## src/rtl/if_fetch_stage_pkg.sv

```systemverilog
// rtl/if_fetch_stage_pkg.sv - shared constants, fetch FSM encodings and PC helper for the IF stage
package if_fetch_stage_pkg;

  localparam logic [31:0] INST_NOP         = 32'h0000_0013;
  localparam logic [31:0] RESET_PC_DEFAULT = 32'h0000_0000;

  typedef enum logic [1:0] {
    IF_REQ  = 2'b00,
    IF_HOLD = 2'b01,
    IF_DROP = 2'b10
  } if_state_e;

  function automatic logic [31:0] align_pc(input logic [31:0] addr);
    return addr & 32'hFFFF_FFFC;
  endfunction

endpackage

```

## src/rtl/if_fetch_stage_if_id_reg.sv

```systemverilog
// rtl/if_fetch_stage_if_id_reg.sv - IF/ID pipeline register with flush/load/bubble/hold
module if_id_reg
  import if_fetch_stage_pkg::*;
#(
  parameter logic [31:0] NOP_INST = INST_NOP
) (
  input  logic        clk,
  input  logic        rst,
  input  logic        flush,
  input  logic        load,
  input  logic        bubble,
  input  logic [31:0] load_pc,
  input  logic [31:0] load_inst,
  output logic        valid,
  output logic [31:0] pc,
  output logic [31:0] inst
);

  // Priority: flush > load > bubble > hold. Bubble keeps pc so only valid/inst move.
  always_ff @(posedge clk or posedge rst) begin
    if (rst) begin
      valid <= 1'b0;
      pc    <= '0;
      inst  <= NOP_INST;
    end else if (flush) begin
      valid <= 1'b0;
      pc    <= '0;
      inst  <= NOP_INST;
    end else if (load) begin
      valid <= 1'b1;
      pc    <= load_pc;
      inst  <= load_inst;
    end else if (bubble) begin
      valid <= 1'b0;
      inst  <= NOP_INST;
    end
  end

endmodule

```

## src/rtl/if_fetch_stage.sv

```systemverilog
// rtl/if_fetch_stage.sv - instruction fetch FSM, PC, one-entry skid buffer and IF/ID register
module if_fetch_stage
  import if_fetch_stage_pkg::*;
#(
  parameter logic [31:0] RESET_PC = RESET_PC_DEFAULT,
  parameter logic [31:0] NOP_INST = INST_NOP
) (
  input  logic        clk_i,
  input  logic        rst_i,
  input  logic        stall_i,
  input  logic        redirect_i,
  input  logic [31:0] redirect_pc_i,
  output logic        imem_req_o,
  output logic [31:0] imem_addr_o,
  input  logic        imem_ack_i,
  input  logic [31:0] imem_rdata_i,
  output logic        id_valid_o,
  output logic [31:0] id_pc_o,
  output logic [31:0] id_inst_o
);

  if_state_e   state;
  logic [31:0] pc;
  logic [31:0] req_addr;
  logic [31:0] buf_pc;
  logic [31:0] buf_inst;

  logic        accept;
  logic        ack;
  logic [31:0] pc_next;
  logic [31:0] redirect_target;
  logic        ifid_load;
  logic        ifid_bubble;
  logic [31:0] ifid_pc_d;
  logic [31:0] ifid_inst_d;

  assign accept          = !id_valid_o || !stall_i;
  assign imem_req_o      = (state != IF_HOLD) && !rst_i;
  assign imem_addr_o     = req_addr;
  assign ack             = imem_ack_i && (state != IF_HOLD);
  assign pc_next         = pc + 32'd4;
  assign redirect_target = align_pc(redirect_pc_i);

  always_comb begin
    ifid_load   = 1'b0;
    ifid_bubble = 1'b0;
    ifid_pc_d   = req_addr;
    ifid_inst_d = imem_rdata_i;
    if (!redirect_i && accept) begin
      case (state)
        IF_REQ: begin
          if (ack) ifid_load = 1'b1;
          else     ifid_bubble = 1'b1;
        end
        IF_HOLD: begin
          ifid_load   = 1'b1;
          ifid_pc_d   = buf_pc;
          ifid_inst_d = buf_inst;
        end
        default: ifid_bubble = 1'b1;
      endcase
    end
  end

  // In REQ pc always equals req_addr; DROP is the only state where they differ.
  always_ff @(posedge clk_i or posedge rst_i) begin
    if (rst_i) begin
      state    <= IF_REQ;
      pc       <= RESET_PC;
      req_addr <= RESET_PC;
      buf_pc   <= '0;
      buf_inst <= '0;
    end else if (redirect_i) begin
      pc <= redirect_target;
      case (state)
        IF_REQ: begin
          if (ack) req_addr <= redirect_target;
          else     state    <= IF_DROP;
        end
        IF_HOLD: begin
          req_addr <= redirect_target;
          state    <= IF_REQ;
        end
        default: state <= IF_DROP;
      endcase
    end else begin
      case (state)
        IF_REQ: begin
          if (ack) begin
            pc       <= pc_next;
            req_addr <= pc_next;
            if (!accept) begin
              buf_pc   <= req_addr;
              buf_inst <= imem_rdata_i;
              state    <= IF_HOLD;
            end
          end
        end
        IF_HOLD: begin
          if (accept) state <= IF_REQ;
        end
        IF_DROP: begin
          if (ack) begin
            req_addr <= pc;
            state    <= IF_REQ;
          end
        end
        default: state <= IF_REQ;
      endcase
    end
  end

  if_id_reg #(
    .NOP_INST (NOP_INST)
  ) u_if_id_reg (
    .clk       (clk_i),
    .rst       (rst_i),
    .flush     (redirect_i),
    .load      (ifid_load),
    .bubble    (ifid_bubble),
    .load_pc   (ifid_pc_d),
    .load_inst (ifid_inst_d),
    .valid     (id_valid_o),
    .pc        (id_pc_o),
    .inst      (id_inst_o)
  );

endmodule
```

## config.mk

```make
export PLATFORM = sky130hd
export DESIGN_NAME = if_fetch_stage
export DESIGN_NICKNAME = d
export VERILOG_FILES = /design/src/rtl/if_fetch_stage_pkg.sv /design/src/rtl/if_fetch_stage_if_id_reg.sv /design/src/rtl/if_fetch_stage.sv
export SDC_FILE = /design/constraint.sdc
export NUM_CORES = 1
export LEC_CHECK = 0
export CAP_MARGIN = 20
export CORE_MARGIN = 2
export CORE_UTILIZATION = 30
export CTS_BUF_LIST = sky130_fd_sc_hd__clkbuf_8
export CTS_CLUSTER_DIAMETER = 100
export DETAILED_ROUTE_END_ITERATION = 12
export DONT_BUFFER_PORTS = 1
export PLACE_DENSITY = 0.52
export REMOVE_ABC_BUFFERS = 1
export SYNTH_ARGS = -nofsm -noshare
export SYNTH_HDL_FRONTEND = slang
export SYNTH_HIERARCHICAL = 1
export SYNTH_SLANG_ARGS = --single-unit
```

## constraint.sdc

```tcl
create_clock -name clk_i -period 4.55 [get_ports clk_i]
set_input_delay 1.1375 -clock clk_i [delete_from_list [all_inputs] [get_ports clk_i]]
set_output_delay 1.1375 -clock clk_i [all_outputs]
set_load 0.1 [all_outputs]
```

; Word-level counts from Yosys, hierarchy flattened
; Cells that the tools add are included.
[word_totals]
register_bits = 195
inputBits = 69
output_inout_bits = 98
word_cells = 73
[op_classes]
addsub = 1
n_eq_ne = 10
mux = 34
bitwise = 2
n_reduce_logical = 18
[op_table]
columns = op, n
row1 = 2-to-1 mux 32 bit, 15
row2 = one-hot mux 32 bit (2 select lines), 2
row3 = adder 32 x 3 -> 32 bit (second input constant), 1
row4 = inequality test 3 bit (second input constant), 5
row5 = 2-to-1 mux 2 bit, 6
row6 = AND reduction 4 bit, 2
row7 = 2-to-1 mux 1 bit, 7
row8 = one-hot mux 2 bit (3 select lines), 1
row9 = nonzero test 2 bit, 3
row10 = nonzero test 3 bit, 2
row11 = AND reduction 5 bit, 1
row12 = zero test 1 bit, 4
row13 = one-hot mux 1 bit (2 select lines), 2
row14 = one-hot mux 2 bit (2 select lines), 1
row15 = logical AND 1 bit, 3
row16 = inequality test 3 x 1 -> 1 bit (second input constant), 1
row17 = equality test 2 x 1 -> 1 bit (second input constant), 1
row18 = equality test 2 bit (second input constant), 1
row19 = zero test 2 bit, 1
row20 = inequality test 2 x 1 -> 1 bit (second input constant), 1
row21 = inequality test 2 bit (second input constant), 1
row22 = NOT 1 bit, 2
row23 = AND reduction 2 bit, 1
row24 = logical OR 1 bit, 1

; Depth between registers and ports, before layout
; Gate-level depths: netlist of run 1.
[depth]
depth_word = 8
mapped_depth = 8
mapped_depth_nobuf = 6

; Cells and area by module
; Netlist of run 1, hierarchy kept.
[modules_own_cells]
columns = mod, n_inst, cells_each, area_each_um2, seq_area_each_um2
row1 = if_fetch_stage, 1, 612, 6744.0, 3153.0
row2 = if_id_reg, 1, 186, 2548.7, 1630.3

; Worst setup path after synthesis of run 1
; No wires, ideal clock.
[synth_timing]
path_kind = input -> output
from = in rst_i
to = out imem_req_o
t_arrival_ns = 2.598
required_ns = 3.413
slack_ns = 0.814
stages = 1
n_path_buf = 0
cell_sequence = a21oi_1
[synth_between]
elab_chain_cells = 2
[synth_rtl]
columns = element, line
row1 = from (decl), if_fetch_stage.sv:9  ; input logic rst_i,
row2 = zero test 1 bit (no line), --
row3 = logical AND 1 bit, if_fetch_stage.sv:38  ; assign imem_req_o = (state != IF_HOLD) && !rst_i;
row4 = to (decl), if_fetch_stage.sv:13  ; output logic imem_req_o,
; Every way passes these cells.

; Final worst setup path of run 1
[layout_timing]
from = in redirect_i
to = reg u_if_id_reg.inst[8]
[layout_between]
elab_chain_cells = 5
word_cells_on_any_way = 8
cone_classes = mux: 5 / reduce/logical: 3
[layout_rtl]
columns = element, line
row1 = from (decl), if_fetch_stage.sv:11  ; input logic redirect_i,
row2 = zero test 1 bit *, if_fetch_stage.sv:49  ; if (!redirect_i && accept) begin
row3 = logical AND 1 bit *, if_fetch_stage.sv:49
row4 = 2-to-1 mux 1 bit *, if_fetch_stage.sv:49
row5 = named net ifid_load, if_fetch_stage.sv:32  ; logic ifid_load;
row6 = 2-to-1 mux 32 bit, if_fetch_stage_if_id_reg.sv:29  ; end else if (load) begin
row7 = 2-to-1 mux 32 bit, if_fetch_stage_if_id_reg.sv:25  ; end else if (flush) begin
row8 = to (signal assigned), if_fetch_stage_if_id_reg.sv:32  ; inst <= load_inst;
row9 = to (decl), if_fetch_stage_if_id_reg.sv:16  ; output logic [31:0] inst
; The timed path passes the listed nets; every way through them passes the cells marked *.
; A chain may end at the register's enable or synchronous reset.

==> results by group, run 1 <==
Yosys
  – Yosys top cell by area: dfrtp_1
  – Synth warn: 6
  – Post-synth top area share: between 50% and 60%
  – Register area share after synthesis: 51.5%
  – Synthesized area per cell: 11.6 µm²
  – Ys async rst share: 100%
  – #FFs+latches synth: 191
  – Distinct cells, synth: between 50 and 60
  – Mapped Cells: between 700 and 800
  – EDFF count, synth: 0
  – Synth top area cells: dfrtp_1, mux2_2, mux2i_1
  – Mapped Area: 9290 µm²
  – Ys flop type: dfrtp_1

STA
  – Final setup margin: approximately 1.8 ns
  – RSZ-0062 raised after global routing: no
  – FMAX: between 0.3 and 0.4 GHz
  – Fin. Hold Viols: 0
  – Max-slew violations: 0
  – Final setup viols: 0
  – Tmin final: 2.75 ns
  – Max-Slew Margin vs Limit: 30.6%
  – Final period util: between 60% and 70%
  – Worst Tran Pin Value: ~1.0 ns
  – Clock skew: roughly 0.032 ns

Worst setup path
  – Critical Path Start: redirect_i
  – Reg2Reg Launch Point: state[0]
  – Worst Path Max Fanout: 76
  – Crit Path Category: primary input to flop
  – Req. time, crit path: 4.96 ns
  – Arrival @ worst endpoint: approximately 3.2 ns
  – Crit path capture type: flop
  – CP startpoint kind: primary input

Route
  – Drt pass-1 iters: 4
  – Initial DRC count: roughly 260
  – Via count: about 6,000
  – Vias per cell: ~5.0
  – Mean routed wirelength per cell: 20.3 µm
  – DRC Markers: 0
  – Remaining antenna violation count after routing: 0
  – WL final: roughly 24,000 µm

GRT
  – Pin count of the biggest net entering global routing: 108
  – Total track usage: between 10% and 20%
  – Vias in the first global route: about 6,300
  – Total grt overflow: 0
  – Initial antenna violation count: 1
  – First-pass GRT wire length: around 38,000 µm

Floorplanning
  – Starting density of the core: around 30%
  – Area of the core: 30,500 µm²
  – Rows: 64
  – Die X: around 180 µm
  – Die H: ~180 µm
  – Die ar.: 32,400 µm²
  – I/O pins: roughly 170

Placement
  – I/O Buffers: 0
  – HPWL after DPL: about 16,000 µm
  – RePlAce Congestion: between 0.7 and 0.8
  – Pre-CTS setup slack: between 1 and 1.5 ns
  – DP Area: just under 10,000 µm²

Clock network
  – Clk pin slew, worst setup/hold paths: between 0.1 and 0.15 ns
  – CTS tree: done
  – Post-CTS setup buffer count: 0
  – Post-CTS sizing: 0
  – CTS HTree Levels: 4
  – CTS Buf Count: 17
  – Maximum root-to-sink buffer count: 2
  – CTS sink count: roughly 190
  – Clock root buffer: clkbuf_8
  – Clk_lat worst skew: 0.49 ns
  – CTS hold repair buffers: 0

Hold path
  – Hold crit path type: primary input to asynchronous set/reset pin

Layout
  – Fin nets: roughly 840
  – Commonest cells after routing, fill and taps aside: dfrtp_1, mux2_2, nand2_1
  – Most common cell after layout, fill and taps aside: dfrtp_1
  – Fraction of layout cells with a size suffix above 1: ~25%
  – Area growth, synth to finish: 8.36%
  – Fillers: between 3,000 and 4,000
  – Final Cell Area: about 10,000 µm²

Power and ir drop
  – P per Cell Area: just over 400 nW/µm²
  – Worst vdd ir: between 150 and 200 µV
  – Leak Pwr: between 4 and 5 nW

Flow run
  – Maxcap violations: 0

Run status
  – Outcome: completed
[path summary, 6_finish.rpt]
check / endpoint / slack, ns / depth (start not counted)
max reg2reg: pc[24] / 1.87 / 5
min reg2reg: buf_inst[5] / 0.51 / 1
max: u_if_id_reg/inst[8] / 1.80 / 6
min: buf_pc[13] / 0.44 / 1
max in group asynchronous: buf_inst[10] / 3.00 / 3
min in group clk_i: buf_inst[5] / 0.51 / 1
[flip-flops by register name, indices dropped and copies added, names as in the netlist]
register,count
buf_inst,32
u_if_id_reg/inst,32
u_if_id_reg/pc,32
buf_pc,31
imem_addr_o,31
pc,30
state,2
u_if_id_reg/valid,1
[layer usage]
metal | vias to the layer above | part of all wire [%] | track usage [%]
met1 | 3008 | 45 | 19.5
met4 | 0 | 0.90 | 3.61
met3 | 14 | 7.9 | 5.59
met5 | - | 0 | 0
met2 | 140 | 47 | 24.0
li1 | 2822 | - | -
[cell type report]
class	instances	area (µm²)	area share (%)
clock buffers	17	234	2.32
multi-input cells	543	4240	42.1
diodes	2	5.00	0.0497
inverters	7	32.5	0.323
well taps	396	495	4.92
repair buffers	14	150	1.49
flip-flops and latches	191	4780	47.5
clock inverters	15	126	1.25
[per-stage QoR]
step | hold WS (ns) | TNS [ns] | total power [W] | utilization (%) | std cells
floorplan | 0.476 | -21.56 | 0.00294 | - | 741
global placement | 0.482 | 0 | 0.00308 | 31.7 | 1150
detailed placement | 0.489 | 0 | 0.00309 | 31.7 | 1150
CTS | 0.515 | 0 | 0.00422 | 32.9 | 1182
global route | 0.404 | 0 | 0.00437 | 33.0 | 1183
finish | 0.438 | 0 | 0.00414 | 33.0 | 1185
[cell families (layout without fill, tap and decap cells)]
group,count (synthesis),after routing,share of synthesized area [%]
simple gates,204,204,10.7
flops,191,191,51.5
mux,172,172,20.4
compound gates,114,114,9.06
buf+inv,64,53,3.33
xor+xnor,51,51,4.81
fa+ha+maj,2,2,0.242
other cells,0,2,0
[critical path, stage by stage]
cell and delay (ns):
nor2_1 0.29, o21ai_0 0.24, a21oi_4 0.60, nor2b_2 0.26, buf_4 0.34, a32o_1 0.19
[power breakdown]
group / switching (W) / internal (W)
logic: 0.000232 / 0.000242
clock network: 0.000665 / 0.000432
registers: 0.000700 / 0.00187
total: 0.00160 / 0.00255
[cells in the mapped netlist (2+ instances only)]
cell type	number
and2_1	4
o211a_1	2
o31ai_1	3
mux2i_1	34
nand3_1	11
or4_1	3
a31oi_1	3
clkinv_1	2
xnor2_1	35
buf_6	6
a22oi_1	3
buf_4	4
nand2b_1	4
dfrtp_1	188
a32o_1	29
buf_2	6
inv_1	5
dfstp_2	3
nor3_1	25
o221ai_1	9
nor2_1	52
or3_1	9
nand4_1	9
o32a_1	3
buf_1	2
xor2_1	16
clkbuf_1	38
o21ai_0	35
and3_1	4
nand2_1	61
o21a_1	5
a21oi_1	9
nor2b_1	4
mux2_2	138
a21boi_0	2
a41oi_1	2
nor4_1	7
o21ai_1	2
No activity file was read; power rests on OpenSTA's default activity.
==> run 2: changes to the inputs <==
==> constraint.sdc (replaced) <==
create_clock -name clk_i -period 2.4 [get_ports clk_i]
set_input_delay 0.6 -clock clk_i [delete_from_list [all_inputs] [get_ports clk_i]]
set_output_delay 0.6 -clock clk_i [all_outputs]
set_load 0.1 [all_outputs]
==> run 2 against run 1 <==
  * Hold slack worse by 0.42 ns
  * Global-route usage is 0.32 points higher
  * Utilization is 3.1 points higher
  * Clock power is 96% higher
  * Non-clock buffer count is 118 higher
  * Sequential power is 47% higher
  * Final area is 9.3% higher
==> results by group, run 2 (synthesis gave the netlist of run 1 again) <==
Run status
  – Outcome: completed

Layout
  – Final Core Density: 36.1% (+3.1 points)
  – Fillers: 3,021 (-2.3%)
  – Largest registers: buf_inst (32), u_if_id_reg/inst (32), u_if_id_reg/pc (32)
  – Inserted Diodes: 0 (-2)
  – Seq. cell area: 4780 µm² (unchanged)
  – Commonest cells after routing, fill and taps aside: dfrtp_1, mux2_2, buf_4
  – Fraction of layout cells with a size suffix above 1: 34.8% (+9.8 points)
  – Fin nets: 962 (+14%)
  – Area growth, synth to finish: 18.4%
  – Most common cell after layout, fill and taps aside: dfrtp_1
  – Area of the multi-input gates: 4250 µm² (about the same)

STA
  – RSZ-0062 raised after global routing: no
  – Final period util: 92.5%
  – Worst hold slack: 0.0150 ns (-0.423 ns)
  – Clock skew: 0.0242 ns (-0.00816 ns)
  – FMAX: 0.450 GHz
  – Tmin final: ~2.2 ns
  – Fin. Hold Viols: 0 (unchanged)
  – Max-slew violations: 0 (unchanged)
  – Max-Slew Margin vs Limit: 50.3% (+20 points)
  – Final setup margin: 0.179 ns (-1.63 ns)
  – Worst Tran Pin Value: 0.744 ns (-0.297 ns)
  – Final setup viols: 0 (unchanged)

GRT
  – Total grt overflow: 0 (unchanged)
  – Busiest grt layer: met2
  – Vias in the first global route: 6,672 (+6.3%)
  – GR met2 Demand/Resource: 25.0% (+1.0 points)
  – Total track usage: 15.4% (+0.32 points)
  – First-pass GRT wire length: 39,300 µm (+3.2%)
  – Initial antenna violation count: 1 (unchanged)
  – Pin count of the biggest net entering global routing: 77 (-29%)
  – Grt met1 use: 20.1% (+0.62 points)
  – Global-route met3 utilization: 4.62% (-0.97 points)

Worst setup path
  – Crit path capture type: flop
  – Crit Reg-Reg Endpoint: pc[24]
  – Crit Path Category: flop to flop
  – Worst Path Max Fanout: 10 (-87%)
  – R2r worst-path depth: 7 (+2)
  – Req. time, crit path: 2.78 ns (-2.18 ns)
  – R2r setup slk: 0.18 ns (-1.69 ns)
  – Reg2Reg Launch Point: pc[3]
  – Arrival @ worst endpoint: 2.60 ns (-0.55 ns)
  – CP startpoint kind: flop

Placement
  – I/O Buffers: 0 (unchanged)
  – RePlAce Congestion: 0.815 (+8.2%)
  – Pre-CTS setup slack: 0.0243 ns (-1.35 ns)
  – HPWL after DPL: 17,000 µm (+7.1%)

Floorplanning
  – Starting density of the core: 30.5% (unchanged)
  – Rows: 64 (unchanged)
  – Die X: 180 µm (unchanged)
  – Die ar.: 32,400 µm² (unchanged)
  – Area of the core: 30,500 µm² (unchanged)
  – I/O pins: 167 (unchanged)
  – Die H: 180 µm (unchanged)

Clock network
  – CTS Buf Count: 17 (unchanged)
  – Clk_lat worst skew: 0.48 ns (about the same)
  – CTS sink count: 191 (unchanged)
  – Clk pin slew, worst setup/hold paths: 0.11 ns (about the same)
  – Maximum root-to-sink buffer count: 2 (unchanged)
  – Clock root buffer: clkbuf_8
  – CTS tree: done
  – CTS HTree Levels: 4 (unchanged)

Power and ir drop
  – Seq pwr share: 46.1% (-16 points)
  – Clock power share: 26.3% (-0.2 points)
  – Combinational share of power: 27.6% (+16 points)
  – Leak Pwr: 4.84 nW (+15%)
  – Int Power: 0.00516 W (+100%)
  – Sw Pwr: 0.00305 W (+91%)
  – P per Cell Area: 746 nW/µm² (+81%)
  – Worst vdd ir: 373 µV (+120%)
  – Sw frac: 37.2% (-1.4 points)

Route
  – Remaining antenna violation count after routing: 0 (unchanged)
  – Vias per cell: 5.00 (-1.0%)
  – Initial DRC count: 307 (+19%)
  – Mean routed wirelength per cell: 19.2 µm (-5.6%)
  – Via count: 6,498 (+8.6%)
  – WL final: 24,900 µm (+3.5%)
  – Drt pass-1 iters: 4 (unchanged)
  – DRC Markers: 0 (unchanged)

Hold path
  – Hold crit path type: primary input to asynchronous set/reset pin

Flow run
  – Maxcap violations: 0 (unchanged)
==> run 2: worst max path at each step <==
stage	slack (ns)	depth (start not counted)	startpoint	to
2_1_floorplan	-2.49	3	u_if_id_reg/valid	u_if_id_reg/inst[10]
3_3_place_gp	0.02	6	imem_ack_i	pc[17]
3_5_place_dp	0.02	6	imem_ack_i	pc[23]
4_1_cts	0.07	7	pc[2]	imem_addr_o[20]
5_1_grt	0.03	7	pc[2]	pc[24]
6_report	0.18	7	pc[3]	pc[24]
==> run 2: through the flow <==
step	instance area [µm²]	total power, W	cells	TNS, ns
2_1_floorplan	9010	0.00556	741	-423.90
3_3_place_gp	10600	0.00611	1268	0
3_5_place_dp	10600	0.00614	1268	0
4_1_cts	11000	0.00834	1300	0
5_1_grt	11000	0.00862	1300	0
6_report	11000	0.00821	1300	0
==> run 2: layer usage <==
metal / routed length, µm / up-vias
met5: 0 / -
met1: 11400 / 3244
li1: - / 3068
met3: 1610 / 19
met4: 294 / 0
met2: 11700 / 167
==> run 2: repair_timing <==
item,in CTS,in global routing
endpoints found under the setup margin,0,4
hold endpoints to repair,12,0
setup buffers,0,0
hold buffers,1,0
gates resized for setup,0,1
==> run 2: power by group through the flow <==
stage	clock network [W]	logic, W	registers (W)
4_1_cts	0.00225	0.00230	0.00379
3_5_place_dp	0	0.00229	0.00385
6_report	0.00216	0.00227	0.00378
5_1_grt	0.00236	0.00242	0.00383
2_1_floorplan	0	0.000729	0.00484
3_3_place_gp	0	0.00227	0.00383
==> run 2: area by class of cell <==
cell class,count,share of cell area (%)
clock buffer,17,2.13
tap,396,4.50
multi-input combinational,543,38.6
inverter,7,0.296
clock inverter,14,1.31
timing repair buffer,132,9.71
sequential,191,43.5
==> run 2: critical path, stage by stage, from the launching register on <==
cell and delay (ns):
dfrtp_1 0.37, ha_1 0.22, nand3_1 0.16, or4_1 0.54, buf_4 0.20, nor3_1 0.26
xor2_1 0.10, mux2_2 0.26
